`src/rtl/alu_pkg.sv`:
```
// Shared opcode constants, FSM state type and helpers for the iterative ALU.
package alu_pkg;

    localparam logic [3:0] OP_AND = 4'b0000;
    localparam logic [3:0] OP_OR  = 4'b0001;
    localparam logic [3:0] OP_ADD = 4'b0010;
    localparam logic [3:0] OP_XOR = 4'b0011;
    localparam logic [3:0] OP_SLL = 4'b0100;
    localparam logic [3:0] OP_SRL = 4'b0101;
    localparam logic [3:0] OP_SUB = 4'b0110;
    localparam logic [3:0] OP_SRA = 4'b0111;
    localparam logic [3:0] OP_BEQ = 4'b1000;
    localparam logic [3:0] OP_BGE = 4'b1001;
    localparam logic [3:0] OP_BNE = 4'b1010;
    localparam logic [3:0] OP_SLT = 4'b1100;
    localparam logic [3:0] OP_JAL = 4'b1101;

    typedef enum logic [1:0] {
        IDLE  = 2'd0,
        SHIFT = 2'd1,
        DONE  = 2'd2
    } alu_state_t;

    function automatic logic is_shift(input logic [3:0] op);
        return (op == OP_SLL) || (op == OP_SRL) || (op == OP_SRA);
    endfunction

endpackage

```
`src/rtl/alu_iterative_if.sv`:
```
// Start/done handshake and operand/result bus between the ALU controller and the iterative ALU.
interface alu_iterative_if #(
    parameter int WIDTH = 32
) ();
    logic             start;
    logic [3:0]       Operation;
    logic [WIDTH-1:0] SrcA;
    logic [WIDTH-1:0] SrcB;
    logic             busy;
    logic             done;
    logic [WIDTH-1:0] ALUResult;

    modport master (
        output start, Operation, SrcA, SrcB,
        input  busy, done, ALUResult
    );

    modport slave (
        input  start, Operation, SrcA, SrcB,
        output busy, done, ALUResult
    );
endinterface

```
`src/rtl/alu_comb.sv`:
```
// Single-cycle ALU results; shift codes pass SrcA through since they only land here with shamt=0.
module alu_comb
    import alu_pkg::*;
#(
    parameter int WIDTH = 32
) (
    input  logic [3:0]       op,
    input  logic [WIDTH-1:0] a,
    input  logic [WIDTH-1:0] b,
    output logic [WIDTH-1:0] result
);

    // Opcode decode for all non-iterative operations.
    always_comb begin
        result = {WIDTH{1'b0}};
        case (op)
            OP_AND:  result = a & b;
            OP_OR:   result = a | b;
            OP_XOR:  result = a ^ b;
            OP_ADD:  result = a + b;
            OP_SUB:  result = a - b;
            OP_SLL,
            OP_SRL,
            OP_SRA:  result = a;
            OP_SLT:  result = WIDTH'($signed(a) < $signed(b));
            OP_BGE:  result = WIDTH'($signed(a) >= $signed(b));
            OP_BEQ:  result = WIDTH'(a == b);
            OP_BNE:  result = WIDTH'(a != b);
            OP_JAL:  result = WIDTH'(1'b1);
            default: result = {WIDTH{1'b0}};
        endcase
    end

endmodule

```
`src/rtl/alu_iterative.sv`:
```
// Execute-stage ALU: single-cycle ops via alu_comb, shifts via a one-bit-per-cycle shift register.
module alu_iterative
    import alu_pkg::*;
#(
    parameter  int WIDTH = 32,
    localparam int SHW   = $clog2(WIDTH)
) (
    input  logic            clk,
    input  logic            reset,
    alu_iterative_if.slave  bus
);

    alu_state_t       state_r, state_s;
    logic [SHW-1:0]   cnt_r, cnt_s;
    logic [WIDTH-1:0] shreg_r, shreg_s;
    logic [3:0]       op_r, op_s;
    logic [WIDTH-1:0] result_r, result_s;
    logic             done_r, busy_r;
    logic [WIDTH-1:0] comb_result_s;
    logic [SHW-1:0]   shamt_s;

    function automatic logic [WIDTH-1:0] shift_one(input logic [3:0] op, input logic [WIDTH-1:0] v);
        logic [WIDTH-1:0] r;
        case (op)
            OP_SLL:  r = {v[WIDTH-2:0], 1'b0};
            OP_SRL:  r = {1'b0, v[WIDTH-1:1]};
            OP_SRA:  r = {v[WIDTH-1], v[WIDTH-1:1]};
            default: r = v;
        endcase
        return r;
    endfunction

    assign shamt_s = bus.SrcB[SHW-1:0];

    alu_comb #(.WIDTH(WIDTH)) u_comb (
        .op     (bus.Operation),
        .a      (bus.SrcA),
        .b      (bus.SrcB),
        .result (comb_result_s)
    );

    // Next-state, counter, shift register and result selection.
    always_comb begin
        state_s  = state_r;
        cnt_s    = cnt_r;
        shreg_s  = shreg_r;
        op_s     = op_r;
        result_s = result_r;
        case (state_r)
            IDLE, DONE: begin
                if (bus.start) begin
                    op_s = bus.Operation;
                    if (is_shift(bus.Operation) && (shamt_s != {SHW{1'b0}})) begin
                        shreg_s = bus.SrcA;
                        cnt_s   = shamt_s;
                        state_s = SHIFT;
                    end else begin
                        result_s = comb_result_s;
                        state_s  = DONE;
                    end
                end else begin
                    state_s = IDLE;
                end
            end
            SHIFT: begin
                shreg_s = shift_one(op_r, shreg_r);
                cnt_s   = cnt_r - SHW'(1);
                // Last step publishes the freshly shifted value, not the stale register.
                if (cnt_r == SHW'(1)) begin
                    result_s = shreg_s;
                    state_s  = DONE;
                end else begin
                    state_s = SHIFT;
                end
            end
            default: begin
                state_s = IDLE;
            end
        endcase
    end

    // State, datapath and registered handshake outputs.
    always_ff @(posedge clk or negedge reset) begin
        if (!reset) begin
            state_r  <= IDLE;
            cnt_r    <= {SHW{1'b0}};
            shreg_r  <= {WIDTH{1'b0}};
            op_r     <= 4'b0000;
            result_r <= {WIDTH{1'b0}};
            done_r   <= 1'b0;
            busy_r   <= 1'b0;
        end else begin
            state_r  <= state_s;
            cnt_r    <= cnt_s;
            shreg_r  <= shreg_s;
            op_r     <= op_s;
            result_r <= result_s;
            done_r   <= (state_s == DONE);
            busy_r   <= (state_s == SHIFT);
        end
    end

    assign bus.done      = done_r;
    assign bus.busy      = busy_r;
    assign bus.ALUResult = result_r;

endmodule

```
`src/flat_wrapper.sv`:
```
// flat-port wrapper written by rule: the top's interface ports become plain ports
module alu_iterative_flat import alu_pkg::*;
#(
    parameter  int WIDTH = 32,
    localparam int SHW   = $clog2(WIDTH)
)
  (clk, reset, bus_start, bus_Operation, bus_SrcA, bus_SrcB, bus_busy, bus_done, bus_ALUResult);
  alu_iterative_if #(.WIDTH(WIDTH)) bus_i ();
  input  logic clk;
  input  logic reset;
  input wire logic [$bits(bus_i.start)-1:0] bus_start;
  input wire logic [$bits(bus_i.Operation)-1:0] bus_Operation;
  input wire logic [$bits(bus_i.SrcA)-1:0] bus_SrcA;
  input wire logic [$bits(bus_i.SrcB)-1:0] bus_SrcB;
  output wire logic [$bits(bus_i.busy)-1:0] bus_busy;
  output wire logic [$bits(bus_i.done)-1:0] bus_done;
  output wire logic [$bits(bus_i.ALUResult)-1:0] bus_ALUResult;
  assign bus_i.start = bus_start;
  assign bus_i.Operation = bus_Operation;
  assign bus_i.SrcA = bus_SrcA;
  assign bus_i.SrcB = bus_SrcB;
  assign bus_busy = bus_i.busy;
  assign bus_done = bus_i.done;
  assign bus_ALUResult = bus_i.ALUResult;
  alu_iterative #(.WIDTH(WIDTH)) u_core (.clk(clk), .reset(reset), .bus(bus_i));
endmodule
```
`config.mk`:
```
export PLATFORM = sky130hd
export DESIGN_NAME = alu_iterative_flat
export DESIGN_NICKNAME = d
export VERILOG_FILES = /design/src/rtl/alu_pkg.sv /design/src/rtl/alu_iterative_if.sv /design/src/rtl/alu_comb.sv /design/src/rtl/alu_iterative.sv /design/src/flat_wrapper.sv
export SDC_FILE = /design/constraint.sdc
export NUM_CORES = 1
export LEC_CHECK = 0
export ABC_AREA = 1
export CORE_UTILIZATION = 41
export DETAILED_ROUTE_END_ITERATION = 10
export REMOVE_ABC_BUFFERS = 1
export SLEW_MARGIN = 20
export SYNTH_ARGS = -nofsm -noshare
export SYNTH_HDL_FRONTEND = slang
export SYNTH_SLANG_ARGS = --single-unit
export TNS_END_PERCENT = 50
```
`constraint.sdc`:
```
create_clock -name clk -period 2.4 [get_ports clk]
set_clock_uncertainty 0.15 [all_clocks]
set_input_delay 0.48 -clock clk [delete_from_list [all_inputs] [get_ports clk]]
set_output_delay 0.48 -clock clk [all_outputs]
set_load 0.005 [all_outputs]
```
# [Word-level counts from Yosys, hierarchy flattened]
# Index checks and enable logic that the tools add are counted.
[op_classes] n_bitwise=3 n_eq_ne=26 n_lt_le_gt_ge=2 reduce_logical=12 muxes=16 n_addsub=3
[ops] op="32-bit one-hot mux with 11 select lines" count=1
[ops] op="32-bit two-way mux" count=5
[ops] op="32-bit one-hot mux with 2 select lines" count=2
[ops] op="32-bit one-hot mux with 3 select lines" count=1
[ops] op="32-bit adder" count=1
[ops] op="32-bit bitwise AND" count=1
[ops] op="32-bit == test" count=1
[ops] op="32-bit greater-or-equal comparator" count=1
[ops] op="32-bit < comparator" count=1
[ops] op="32-bit inequality test" count=1
[ops] op="32-bit OR" count=1
[ops] op="32-bit subtractor" count=1
[ops] op="32-bit XOR" count=1
[ops] op="4-bit by 3-bit == test with 1-bit output, second input constant" count=7
[ops] op="4-bit == test, second input constant" count=5
[ops] op="5-bit two-way mux" count=2
[ops] op="5-bit one-hot mux with 2 select lines" count=1
[ops] op="4-bit by 2-bit == test with 1-bit output, second input constant" count=2
[ops] op="2-bit two-way mux" count=3
[ops] op="5-bit by 1-bit == test with 1-bit output, second input constant" count=1
[ops] op="5-bit nonzero test" count=1
[ops] op="5-bit by 1-bit subtractor with 5-bit output, second input constant" count=1
[ops] op="2-bit by 1-bit == test with 1-bit output, second input constant" count=2
[ops] op="2-bit == test, second input constant" count=2
[ops] op="other kinds (14)" count=17
[totals] input_bits=71 ff_bits=77 elab_cells=69 output_inout_bits=34

# [Depth between registers and ports, before layout]
# Gate-level depths: netlist of the first run.
[logic_depth] word_depth=8 mapped_depth=19 ltp_nobuf=19

# [By module]
# Synthesis of the first run repeated with hierarchy kept, for this count alone.
[unflattened] cells_unflattened=1808 hier_area_um2=10613.9
[modules_own_cells] module="alu_comb" area_each_um2=6154.7 cells_per_inst=1153 seq_area_each_um2=0.0 instances=1
[modules_own_cells] module="alu_iterative" area_each_um2=4459.3 cells_per_inst=655 seq_area_each_um2=1926.8 instances=1

# [Least setup slack after synthesis of the first run]
# No wires, ideal clock.
[synth_path] path_kind="input to register" from="in bus_SrcA[0]" to="reg u_core.result_r[0] (netlist: u_core.bus.ALUResult[0])" n_path_buf=0 arrival_ps=2090 required_ps=2177 setup_ps=73 path_slack_ps=87 cell_stages=19 cell_sequence="inv_1 ha_1 inv_1 fa_1 nand3_2 nand2_2 nand2_2 nand2_2 nand2_1 nand2_2 nand2_2 nand2_1 nand2_1 nand3_1 nand2_1 inv_1 nand2_1 nand2_1 a21oi_2"
[synth_via] elab_chain_len=5 elab_cells_between_ends=13 cone_classes="add/sub (2); order compare (2); eq/ne (2); mux (4); bitwise (3)"
[synth_rtl] item="from (decl)" line_no="flat_wrapper.sv:13" source="input wire logic [$bits(bus_i.SrcA)-1:0] bus_SrcA;"
[synth_rtl] item="32-bit subtractor (tied with other cells)" line_no="alu_comb.sv:21" source="OP_SUB: result = a - b;"
[synth_rtl] item="32-bit one-hot mux with 11 select lines (*)" line_no="alu_comb.sv:16" source="case (op)"
[synth_rtl] item="32-bit two-way mux (*)" line_no="alu_iterative.sv:53" source="if (is_shift(bus.Operation) && (shamt_s != {SHW{1'b0}})) begin"
[synth_rtl] item="32-bit two-way mux (*)" line_no="alu_iterative.sv:51" source="if (bus.start) begin"
[synth_rtl] item="32-bit one-hot mux with 2 select lines (*)" line_no="alu_iterative.sv:49" source="case (state_r)"
[synth_rtl] item="to (signal assigned)" line_no="alu_iterative.sv:89" source="result_r <= {WIDTH{1'b0}};"
[synth_rtl] item="to (signal assigned)" line_no="alu_iterative.sv:97" source="result_r <= result_s;"
[synth_rtl] item="to (decl)" line_no="alu_iterative.sv:17" source="logic [WIDTH-1:0] result_r, result_s;"
# Every way passes the cells marked *; elsewhere a longest branch is shown, timed or not. The select of a mux whose other input is x is not followed.
# A chain may end at the register's enable or synchronous reset.

# [Final worst setup path of the first run]
[layout_path] from="in bus_SrcA[20]" to="reg u_core.result_r[25] (netlist: u_core.bus.ALUResult[25])"
[layout_via] elab_chain_len=5 elab_cells_between_ends=6 cone_classes="add/sub (2); mux (4)"
[layout_rtl] item="32-bit subtractor or 32-bit adder (tied branches)" line_no="alu_comb.sv:21, alu_comb.sv:20"
[layout_rtl] item="32-bit one-hot mux with 11 select lines (*)" line_no="alu_comb.sv:16"
[layout_rtl] item="32-bit two-way mux (*)" line_no="alu_iterative.sv:53"
[layout_rtl] item="32-bit two-way mux (*)" line_no="alu_iterative.sv:51"
[layout_rtl] item="32-bit one-hot mux with 2 select lines (*)" line_no="alu_iterative.sv:49"
# Marks and branches as above.

==> results.txt, run 1 <==
- Result of the run: completed
- Fin worst setup slack: 0.0401 ns
- Synth top area share: 0.190
* Overflow after GRT: 0
- After floorplanning, the core was sized to cover approximately 24,000 sq um.
- Worst setup path category: in -> reg
- The share of total power dissipated in combinational logic is 0.564.
- On the final layout, the worst hold slack is around 0.34 ns.
- Worst Tran Pin Value: between 0.4 and 0.5 ns
- Total number of vias: between 10,000 and 15,000
- Number of unique standard cell types used by synthesis: 49
- Largest driver fanout on the critical path: 7
* Max-slew violation count: 0
- Vias per inst: 5.44
- Clk slew on worst S/H paths: 0.07 ns
- I/O pin total: 105
* Die area: 25,300 sq um
- Number of nets still failing antenna checks after routing: 0
- The via count of the first global-routing pass is 13,293.
- Crit share post-route: 0.983
- The root buffer cell chosen for the clock tree is sky130_fd_sc_hd__clkbuf_16.
* Number of antenna violations at the first check in global routing: 0
* Reg2Reg Setup Slack: 0.24 ns
- For this run, the leading register cell type out of synthesis is sky130_fd_sc_hd__dfrtp_1.
- The worst setup path is captured at a register.
* Wire per inst: 19.4 microns
- The die is 159 microns wide.
* Mean instance size in the synthesized netlist: 6.14 sq um
- Final setup violation count: 0
* Areal power density over the cells: 524 nW/um^2
- Detailed-router iteration count before antenna repair: 6
* Final setup TNS: 0 ns
- DRC violation count after routing: 0
* PortBufs: 104
* Switching share of power: 0.421
- Share of post-route cells with drive strength above 1: 0.431
- The first global-routing pass estimated 73.5 mm of wire.
* Post-route total power: 8700 uW
- The total count of hold-check failures in the final report came to 0.
* Placement row count: 57
- For this run, the total global-route usage over all layers was measured as 0.373.
* Count of maximum capacitance violations: 0
- Class of the tightest hold or removal check: reg -> reg
- Data arrival, critical path: about 2.4 ns
- # fillers: about 2,200
* GPL Wtd Cong: 1.05
- Area growth, synth to finish: 64.0%
* Final Routed Wirelength: between 40 and 50 mm
- Synth warnings: 0
- Ant diodes: 0
- Maximum number of buffers from clock root to sink: 2
- The tree built by TritonCTS fans out to 77 sinks.
* Most numerous cell types in the synthesized netlist: 427 x sky130_fd_sc_hd__nand2_1, 228 x sky130_fd_sc_hd__inv_1, 148 x sky130_fd_sc_hd__nor2_1
- The analysis attributes to net switching a power of 3660 uW.
- Internal portion of total power: between 5000 and 6000 uW
- Of the total power, the clock network draws 0.176.
- Worst slew margin relative to its limit: 0.678
* Starting Density: 0.418
* Most common cell in the synthesized netlist: sky130_fd_sc_hd__nand2_1
- Dominant cell type by area after synthesis: sky130_fd_sc_hd__dfrtp_1
* Final HPWL DP: 37.6 mm
- Top area cells in the synthesized netlist: sky130_fd_sc_hd__dfrtp_1 19%, sky130_fd_sc_hd__nand2_1 16%, sky130_fd_sc_hd__ha_1 12%
* Nature of the critical path startpoint: primary input
- IR drop worst, VDD: 0.000529 V
- Prior to clock tree synthesis, the placed netlist has a worst setup slack of -0.901 ns.
- Number of nets at the end of the flow: 2,318
- Counting flops with a built-in enable in the synthesized netlist gives 0.
- Post-Synthesis Cell Area: 10,100 sq um
* Max Fclk: 424 MHz
- Register share of total power: 0.260
* RSZ-0062 raised after global routing: true
- Die height: between 150 and 200 microns
- Static leakage power: approximately 0.0082 uW
* Shortest clock period the worst path allows after layout: 2.36 ns
- Synthesized instance count: approximately 1,600
- Worst skew pair latency: 0.34 ns
- Flip-flop and latch count after synthesis: 77
- Number of CTS-inserted buffers: 9
- Worst EP required: 2.47 ns
- Violation count after the first detailed-route iteration: 1,067
- Of the synthesized area, sequential elements account for 0.190.
* Pin count of the biggest net entering global routing: 60
- CTS tree: done
* Async set or reset register ratio after synthesis: 1.00
* Number of levels in the clock H-tree: 3
-- worst max-delay path, stage by stage --
cell	delay, ns
sky130_fd_sc_hd__clkdlybuf4s15_1	0.23
sky130_fd_sc_hd__inv_2	0.07
sky130_fd_sc_hd__ha_4	0.28
sky130_fd_sc_hd__buf_8	0.13
sky130_fd_sc_hd__nand2_2	0.09
sky130_fd_sc_hd__nor2_4	0.14
sky130_fd_sc_hd__nand2_2	0.10
sky130_fd_sc_hd__nor4_4	0.31
sky130_fd_sc_hd__nand2_2	0.11
sky130_fd_sc_hd__nand2_1	0.08
sky130_fd_sc_hd__nand2_1	0.05
sky130_fd_sc_hd__nand3_1	0.07
sky130_fd_sc_hd__nand3_2	0.12
sky130_fd_sc_hd__nand2_1	0.10
sky130_fd_sc_hd__a21oi_1	0.06
-- per-stage QoR --
step	instances	area [sq um]	util
5_1_grt	2475	16600	0.685
6_report	2475	16600	0.685
2_1_floorplan	1587	9760	-
3_3_place_gp	2414	14400	0.594
4_1_cts	2457	16100	0.664
3_5_place_dp	2414	14400	0.594
-- layer usage --
metal	GRT usage	share of wire	vias to the layer above
met4	0.257	0.080	0
met1	0.433	0.38	6211
met3	0.0427	0.060	174
met5	0	0	-
met2	0.646	0.48	616
li1	-	-	6464
-- worst paths after layout --
kind	from	cells after the start	end
min in group asynchronous	reset	2	u_core.shreg_r[30]$_DFFE_PN0P_
hold / removal	u_core.bus.ALUResult[1]$_DFFE_PN0P_	2	u_core.bus.ALUResult[1]$_DFFE_PN0P_
setup reg to reg	u_core.op_r[3]$_DFFE_PN0P_	8	u_core.bus.ALUResult[27]$_DFFE_PN0P_
max in group asynchronous	reset	3	u_core.bus.ALUResult[22]$_DFFE_PN0P_
setup / recovery	bus_SrcA[20]	15	u_core.bus.ALUResult[25]$_DFFE_PN0P_
hold reg to reg	u_core.bus.ALUResult[1]$_DFFE_PN0P_	2	u_core.bus.ALUResult[1]$_DFFE_PN0P_
-- flip-flops by register name, summed over array words and instances (netlist names) --
register              flops
u_core.shreg_r           32
u_core.state_r            2
u_core.op_r               4
u_core.bus.ALUResult     32
u_core.cnt_r              5
u_core.bus.busy           1
u_core.bus.done           1
-- kinds of logic (layout without fill, tap and decap cells) --
| family | count (synthesis) | count (layout) | synth area share |
|---|---|---|---|
| compound gates | 357 | 357 | 0.213 |
| fa+ha+maj | 101 | 101 | 0.126 |
| buf+inv | 314 | 816 | 0.130 |
| flops | 77 | 77 | 0.190 |
| simple gates | 799 | 799 | 0.339 |
| xor+xnor | 1 | 1 | 0.000865 |
-- power by group through the flow --
stage / Clock [uW] / Sequential [uW] / Combinational [uW]
floorplan: 0 / 2170 / 2040
detailed placement: 0 / 2260 / 4230
global placement: 0 / 2250 / 4170
finish: 1530 / 2260 / 4910
CTS: 1540 / 2240 / 4640
global route: 1600 / 2310 / 5300
-- cells in the final DEF, fill, tap and decap left out, types with 9 or more instances in the layout --
| master | n |
|---|---|
| sky130_fd_sc_hd__nand2_4 | 21 |
| sky130_fd_sc_hd__nor2_2 | 27 |
| sky130_fd_sc_hd__dlygate4sd2_1 | 13 |
| sky130_fd_sc_hd__ha_2 | 17 |
| sky130_fd_sc_hd__a221oi_1 | 13 |
| sky130_fd_sc_hd__a21oi_1 | 73 |
| sky130_fd_sc_hd__buf_12 | 18 |
| sky130_fd_sc_hd__o221ai_1 | 16 |
| sky130_fd_sc_hd__buf_6 | 22 |
| sky130_fd_sc_hd__clkbuf_16 | 9 |
| sky130_fd_sc_hd__nor2_1 | 109 |
| sky130_fd_sc_hd__inv_1 | 150 |
| sky130_fd_sc_hd__a21oi_4 | 14 |
| sky130_fd_sc_hd__dlymetal6s2s_1 | 10 |
| sky130_fd_sc_hd__inv_2 | 97 |
| sky130_fd_sc_hd__nand4_1 | 14 |
| sky130_fd_sc_hd__o22ai_1 | 32 |
| sky130_fd_sc_hd__nand2_2 | 73 |
| sky130_fd_sc_hd__o21ai_0 | 53 |
| sky130_fd_sc_hd__a31oi_1 | 44 |
| sky130_fd_sc_hd__nand3_1 | 108 |
| sky130_fd_sc_hd__buf_4 | 403 |
| sky130_fd_sc_hd__clkdlybuf4s50_1 | 35 |
| sky130_fd_sc_hd__nand2_1 | 357 |
| sky130_fd_sc_hd__ha_1 | 49 |
| sky130_fd_sc_hd__nand3_2 | 32 |
| sky130_fd_sc_hd__nor2_4 | 25 |
| sky130_fd_sc_hd__dfrtp_1 | 77 |
| sky130_fd_sc_hd__a21oi_2 | 41 |
| sky130_fd_sc_hd__o21ai_1 | 32 |
| sky130_fd_sc_hd__ha_4 | 33 |
| sky130_fd_sc_hd__clkbuf_2 | 37 |
-- what timing repair did --
| item | in CTS | in global routing |
|---|---|---|
| pin swaps | 90 | 96 |
| endpoints found under the hold margin | 17 | 0 |
| hold buffers | 1 | 0 |
| endpoints found under the setup margin | 55 | 62 |
| buffers inserted | 26 | 18 |
| resized for setup | 403 | 226 |
-- cell type report --
class,count,area [sq um],area share
flip-flops and latches,77,1930,0.116
multi-input cells,1258,8480,0.510
clock inverters,6,93.8,0.00565
inverters,252,958,0.0577
repair buffers,548,4510,0.271
clock buffers,10,239,0.0144
well taps,324,405,0.0244
Power figures use the tool's default switching activity.
==> run 2: changes to the inputs <==
- clock period: 2.4 -> 3 ns (I/O delays scaled with it)
==> run 2 against run 1 <==
Effect of this change:
- power shrank 25%
- register-to-register slack gained 0.33 ns
- clock power shrank 24%
- final cell count shrank 2.4%
- largest power group unchanged
- combinational power shrank 29%
- sequential share of layout area grew 1.2 points
- critical endpoint is now u_core.bus.ALUResult[0]$_DFFE_PN0P_
- wire length shrank 3.9%
==> results.txt, run 2 (synthesis results as in run 1) <==
- Worst Tran Pin Value: 0.582 ns
- In the global route stage, overall resource usage came out at 0.357.
- Core area: 24,200 sq um
- Area growth, synth to finish: 49.1%
* Crit share post-route: 0.981
* Core Util, Final: 0.623
- Ant diodes: 0
- Summed over all failing endpoints, the final setup total negative slack is 0 ns.
- Final setup violation count: 0
- In this run the worst path has a maximum fanout of 6.
- The count of nets left with antenna violations once routing finished came out at 0.
* Wire length of the first global-routing pass: 69.3 mm
- The worst setup path is of the in -> reg kind.
* Final HPWL DP: 37.5 mm
- After detailed routing, the met3 layer carries approximately 2.2 mm of wire.
- In the final design database the tool counted about 2,300 nets.
* Post-Layout Cell Count: between 2,000 and 2,500
- For this configuration, the core starts out at a cell density of 0.418.
* Nature of the critical path startpoint: primary input
- Walking the worst path, the cells encountered are clkdlybuf4s50_1, inv_1, ha_1, buf_4, nor2_1, nand2_1, nor3_4, nand4_2, buf_4, nand3_1, nand2_1, nand2_1, nand2_1, a21oi_2.
- Across the VDD grid, the largest voltage drop is 0.000351 V.
* Data arrival, critical path: 3.06 ns
* CP peak stage delay: 0.53 ns
- The via count of the first global-routing pass was 12,501.
- Clock Sink Count: 77
- 105 I/O pins were placed.
- M1 WL: 18.7 mm
- PortBufs: 104
* Clock root buffer master: sky130_fd_sc_hd__clkbuf_16
- Cell type of the slowest stage on the worst timing path: sky130_fd_sc_hd__clkdlybuf4s50_1
* CTS Hold Bufs: 0
- The initial antenna violation count is 0.
- The die is between 150 and 200 microns wide.
* Category of the worst setup path capture point: register
- In this run the static leakage power is 0.00763 uW.
- Of the cells placed in the final design, the portion with a size suffix greater than 1 is 0.289.
- Worst slew margin relative to its limit: 0.612
- Worst skew pair latency: 0.34 ns
- The H-tree was split into 3 levels.
- The floorplan has 57 rows.
- The clock passes through at most 2 buffers.
- Routability-driven placement finished with a final weighted congestion of 0.980.
* CTS tree: done
- Max-slew violation count: 0
- The flow ran to the end, and the final reports show no timing, DRC or antenna violations.
- Shortest clock period the worst path allows after layout: 2.94 ns
- Counting the buffers created by CTS gives 9.
- Leading cell types in the layout, fill and taps excluded: 407 x sky130_fd_sc_hd__nand2_1, 379 x sky130_fd_sc_hd__buf_4, 216 x sky130_fd_sc_hd__inv_1
* Final Routed Wirelength: 46.2 mm
- Class of the tightest hold or removal check: in -> async
- The die covers 25,300 sq um.
- DRC violation count after routing: 0
- Wire segments on met2 add up to 22.0 mm in the final route.
- Most frequent cell on the critical path: sky130_fd_sc_hd__nand2_1
- Using the TritonRoute via totals, the vias-per-cell ratio works out to 5.39.
* Worst EP required: ~3.1 ns
- The die is 159 microns tall.
- Based on the critical path, the design can be clocked at up to 340 MHz.
* Most common cell after layout, fill and taps aside: sky130_fd_sc_hd__nand2_1
* Areal power density over the cells: 429 nW/um^2
- Count of maximum capacitance violations: 0
- Highest metal layer used by the detailed router: met4
- Violation count after the first detailed-route iteration: roughly 950
- Counting the fill cells in the layout gives approximately 2,300.
- Setup repair after global routing could not meet its margin everywhere.
- Final hold violation count: 0
- Clk slew on worst S/H paths: 0.06 ns
* Overflow after GRT: 0
- Wire per inst: 19.1 microns
* Cell total after placement: 2,394
- Detailed-router iteration count before antenna repair: 6
* Total number of vias: about 13,000
- Pin count of the biggest net entering global routing: 52
-- run 2: changes by cell type in the layout (fill, tap and decap cells not counted), moves of 20 or more --
cell,delta
sky130_fd_sc_hd__nand3_1,+26
sky130_fd_sc_hd__nand2_2,-30
sky130_fd_sc_hd__nand2_4,-20
sky130_fd_sc_hd__ha_1,+25
sky130_fd_sc_hd__inv_2,-64
sky130_fd_sc_hd__clkbuf_2,-37
sky130_fd_sc_hd__nand2_1,+50
sky130_fd_sc_hd__inv_1,+66
sky130_fd_sc_hd__nand3_2,-23
sky130_fd_sc_hd__clkdlybuf4s50_1,+59
sky130_fd_sc_hd__a21oi_1,+22
sky130_fd_sc_hd__buf_6,-21
sky130_fd_sc_hd__buf_4,-24
-- run 2: area by class of cell --
class | instances | area [sq um] | area share
inverters | 252 | 950 | 0.0629
repair buffers | 489 | 4030 | 0.267
flip-flops and latches | 77 | 1930 | 0.128
multi-input cells | 1258 | 7470 | 0.495
clock inverters | 5 | 83.8 | 0.00555
clock buffers | 11 | 233 | 0.0154
well taps | 324 | 405 | 0.0268
-- run 2: metrics by stage --
step | worst slack, ns | cell area (sq um) | hold WS (ns) | power, uW
3_3_place_gp | -0.404 | 14100 | 0.318 | 5070
5_1_grt | -0.0611 | 15100 | 0.141 | 6930
3_5_place_dp | -0.441 | 14100 | 0.323 | 5110
2_1_floorplan | 0.346 | 9760 | 0.154 | 3370
4_1_cts | 0.000136 | 14500 | 0.124 | 6300
6_report | 0.0562 | 15100 | 0.103 | 6480
-- run 2: repair_timing --
item | 4_1_cts | 5_1_grt
pin swaps | 0 | 23
buffers inserted | 0 | 6
cloned | 0 | 0
resized for setup | 7 | 154
setup endpoints to repair | 8 | 56
-- run 2: report_power, final --
group | total (uW) | switching, uW | internal [uW]
combinational | 3510 | 1910 | 1600
sequential | 1810 | 337 | 1470
clock | 1170 | 438 | 732
total | 6480 | 2680 | 3800
-- run 2: critical path, delay by kind of cell --
kind	cells	cell delay, ns
buf+inv	4	0.96
compound gates	1	0.13
simple gates	8	1.03
fa+ha+maj	1	0.35
-- run 2: layer usage --
layer  vias up  global-route usage
li1       6332                   -
met3       131              0.0315
met4         0               0.209
met5         -                   0
met1      6033               0.432
met2       538               0.617
-- run 2: path summary, 6_finish.rpt --
| kind | end | slack [ns] | cells past startpoint | from |
|---|---|---|---|---|
| worst max-delay path | u_core.bus.ALUResult[0]$_DFFE_PN0P_ | 0.06 | 14 | bus_SrcB[24] |
| min in group clk | u_core.bus.ALUResult[1]$_DFFE_PN0P_ | 0.34 | 2 | u_core.bus.ALUResult[1]$_DFFE_PN0P_ |
| worst min register to register | u_core.bus.ALUResult[1]$_DFFE_PN0P_ | 0.34 | 2 | u_core.bus.ALUResult[1]$_DFFE_PN0P_ |
| max in group asynchronous | u_core.bus.ALUResult[10]$_DFFE_PN0P_ | 1.97 | 2 | reset |
| worst max register to register | u_core.bus.ALUResult[0]$_DFFE_PN0P_ | 0.57 | 9 | u_core.op_r[2]$_DFFE_PN0P_ |
| worst min-delay path | u_core.bus.done$_DFF_PN0_ | 0.10 | 1 | reset |
==> run 3: changes to the inputs <==
- GPL_ROUTABILITY_DRIVEN: default -> 0
==> run 3 against run 2 <==
Effect of this change:
- sequential share of layout area increased by 0.52 points
- largest cell class unchanged
- setup slack improved by 0.0090 ns
- largest power group unchanged
- critical endpoint is now u_core.bus.ALUResult[27]$_DFFE_PN0P_
- fmax increased by 0.31%
- hold slack got worse by 0.00057 ns
- die area unchanged
- register-to-register slack got worse by 0.08 ns
- flip-flop and latch count unchanged
- wire length decreased by 8.3%
==> results.txt, run 3 (synthesis results as in run 1) <==
- Result of the run: completed
- PortBufs: 104
* Width of the die: 159 microns
- Dividing the detail-routed wire length by the instance count gives 17.9 microns.
- Setup repair after global routing could not meet its margin everywhere.
- Dividing total power by cell area gives a power density of around 440 nW/um^2.
- Core area: about 24,000 sq um
- Placement row count: 57
* Final setup violation count: 0
* Combinational cell fraction of total power: 0.531
* Core Util, Final: 0.599
- CTS saw just under 80 sinks.
- Vias per inst: 5.47
* Register share of total power: 0.285
- Before antenna repair, the detailed router went through 6 iterations.
- Overflow after GRT: 0
* Number of global-route vias before repair: 12,168
- The number of clock buffers added by TritonCTS is 9.
- Logic depth of the worst path, buffers included: 17
* Worst setup path category: in -> reg
- The tree is rooted in a sky130_fd_sc_hd__clkbuf_16.
* Category of the worst setup path capture point: register
- Cell family with most CP delay: simple AND/OR/NAND/NOR gates
* Class of the tightest hold or removal check: in -> async
- Leaving out fill and tap cells, the most frequent cell in the layout is sky130_fd_sc_hd__nand2_1.
- Summed over all failing endpoints, the final setup total negative slack is 0 ns.
- Count of maximum capacitance violations: 0
- The initial utilization of the core area, before any placement, comes to 0.418.
* IR drop worst, VDD: 0.000342 V
* Total number of vias: 12,917
- STA puts the critical path data arrival time at 3.01 ns.
- On the worst path, the slowest cell contributes a delay of approximately 0.48 ns.
* Number of nets still failing antenna checks after routing: 0
* Fin worst setup slack: 0.0652 ns
* Share of post-route cells with drive strength above 1: 0.253
- Critical register-to-register path startpoint: u_core.op_r[2]$_DFFE_PN0P_
- Number of nets at the end of the flow: roughly 2,200
- TritonCTS built the clock tree.
- I/O pin total: around 110
* Area growth, synth to finish: 43.3%
- The critical path contains buffers and inverters numbering 5 combined.
- The wire-length estimate of the detail-placed layout is 34.3 mm.
- The worst path needs 2.93 ns of the cycle, external delays included.
- Counting along the longest clock path gives a buffer depth of 2.
* Switching Power: around 2600 uW
- The later pin in the worst-skew pair is clocked with a latency of 0.34 ns.
- Cell Chain, Critical Path: clkdlybuf4s50_1, inv_1, ha_1, buf_4, inv_2, nand2_1, nor2_2, buf_4, nand2_1, nor2_1, nand2_1, nand3_1, nand2_1, nand3_1, nand3_1, nand2_1, a21oi_2
- Counting cells, the worst reg-to-reg path comes to 9.
* Clock Power Share: 0.183
* Static leakage power: roughly 0.0073 uW
* Max Fclk: 341 MHz
- Die height: 159 microns
- The H-tree generated during clock tree synthesis spans 3 levels.
* Worst EP required: 3.08 ns
- The cell that appears most often on the critical path is sky130_fd_sc_hd__nand2_1.
* Final Routed Wirelength: 42.3 mm
- STA classifies the critical path startpoint as a primary input.
- The total count of hold-check failures in the final report is 0.
* All-Layer GR Usage: 0.330
- Max-slew violation count: 0
- After clock tree synthesis, the clock-pin slew on the worst setup and hold paths is roughly 0.06 ns.
- Start point of the critical path: bus_SrcB[13]
* Final Instance Area: 14,500 sq um
- The library cells used most frequently in the layout, excluding fill and tap cells, are 418 x sky130_fd_sc_hd__nand2_1, 323 x sky130_fd_sc_hd__buf_4, 227 x sky130_fd_sc_hd__inv_1.
- The initial antenna violation count is 0.
- In this run the tightest slew margin relative to its limit is 0.616.
- Pin count of the biggest net entering global routing: 67
- Internal power comes to 3700 uW.
- Setup Slack @ Placement: -0.388 ns
* Violation count after the first detailed-route iteration: about 1,100
- Crit share post-route: 0.978
- Die area: between 20,000 and 30,000 sq um
* Largest driver fanout on the critical path: 4
* Placed Area: 13,800 sq um
- CTS Hold Bufs: 0
- Worst Tran Pin Value: around 0.57 ns
* Cell type of the slowest stage on the worst timing path: sky130_fd_sc_hd__clkdlybuf4s50_1
- Ant diodes: 0
* Switching share of power: 0.416
- DRC violation count after routing: 0
- Wire length of the first global-routing pass: 65.6 mm
- Counting the fill cells in the layout gives 2,353.
-- run 3: worst paths after layout --
kind,to,slack [ns]
setup / recovery,u_core.bus.ALUResult[27]$_DFFE_PN0P_,0.07
hold / removal,u_core.bus.done$_DFF_PN0_,0.10
setup reg to reg,u_core.bus.ALUResult[0]$_DFFE_PN0P_,0.49
hold reg to reg,u_core.bus.ALUResult[1]$_DFFE_PN0P_,0.33
max in group asynchronous,u_core.bus.ALUResult[9]$_DFFE_PN0P_,1.98
min in group clk,u_core.bus.ALUResult[1]$_DFFE_PN0P_,0.33
-- run 3: worst register-to-register path: cells and delay by family (launching register included) --
kind / cells / cell delay (ns)
buf+inv: 3 / 0.60
flops: 1 / 0.38
compound gates: 3 / 0.60
simple gates: 3 / 0.72
-- run 3: what timing repair did --
action                     4_1_cts  5_1_grt
setup endpoints to repair        3       33
buffers inserted                 0        3
pin swaps                        0        5
gates resized for setup          3       99
-- run 3: power groups by stage --
stage	Clock [uW]	Sequential (uW)	Combinational (uW)
global route	1220	1850	3700
global placement	0	1810	3170
finish	1160	1810	3370
CTS	1190	1800	3230
floorplan	0	1740	1630
detailed placement	0	1810	3210
-- run 3: final cells by class --
type	instances	area, sq um	share of cell area
clock buffer	11	253	0.0174
clock inverter	5	65.1	0.00448
inverter	252	947	0.0653
multi-input combinational	1258	7300	0.503
sequential	77	1930	0.133
tap	324	405	0.0279
timing repair buffer	434	3620	0.249
-- run 3: per-stage QoR --
step / hold WS, ns / power, uW / std cells
3_3_place_gp: 0.320 / 4980 / 2342
3_5_place_dp: 0.316 / 5020 / 2342
5_1_grt: 0.140 / 6780 / 2361
6_report: 0.103 / 6340 / 2361
2_1_floorplan: 0.154 / 3370 / 1587
4_1_cts: 0.113 / 6210 / 2358
-- run 3: routing by layer --
| metal | routed length (microns) | GRT usage | vias to the layer above |
|---|---|---|---|
| li1 | - | - | 6216 |
| met1 | 17000 | 0.414 | 5910 |
| met2 | 18900 | 0.538 | 641 |
| met3 | 2960 | 0.0318 | 150 |
| met4 | 3400 | 0.221 | 0 |
| met5 | 0 | 0 | - |
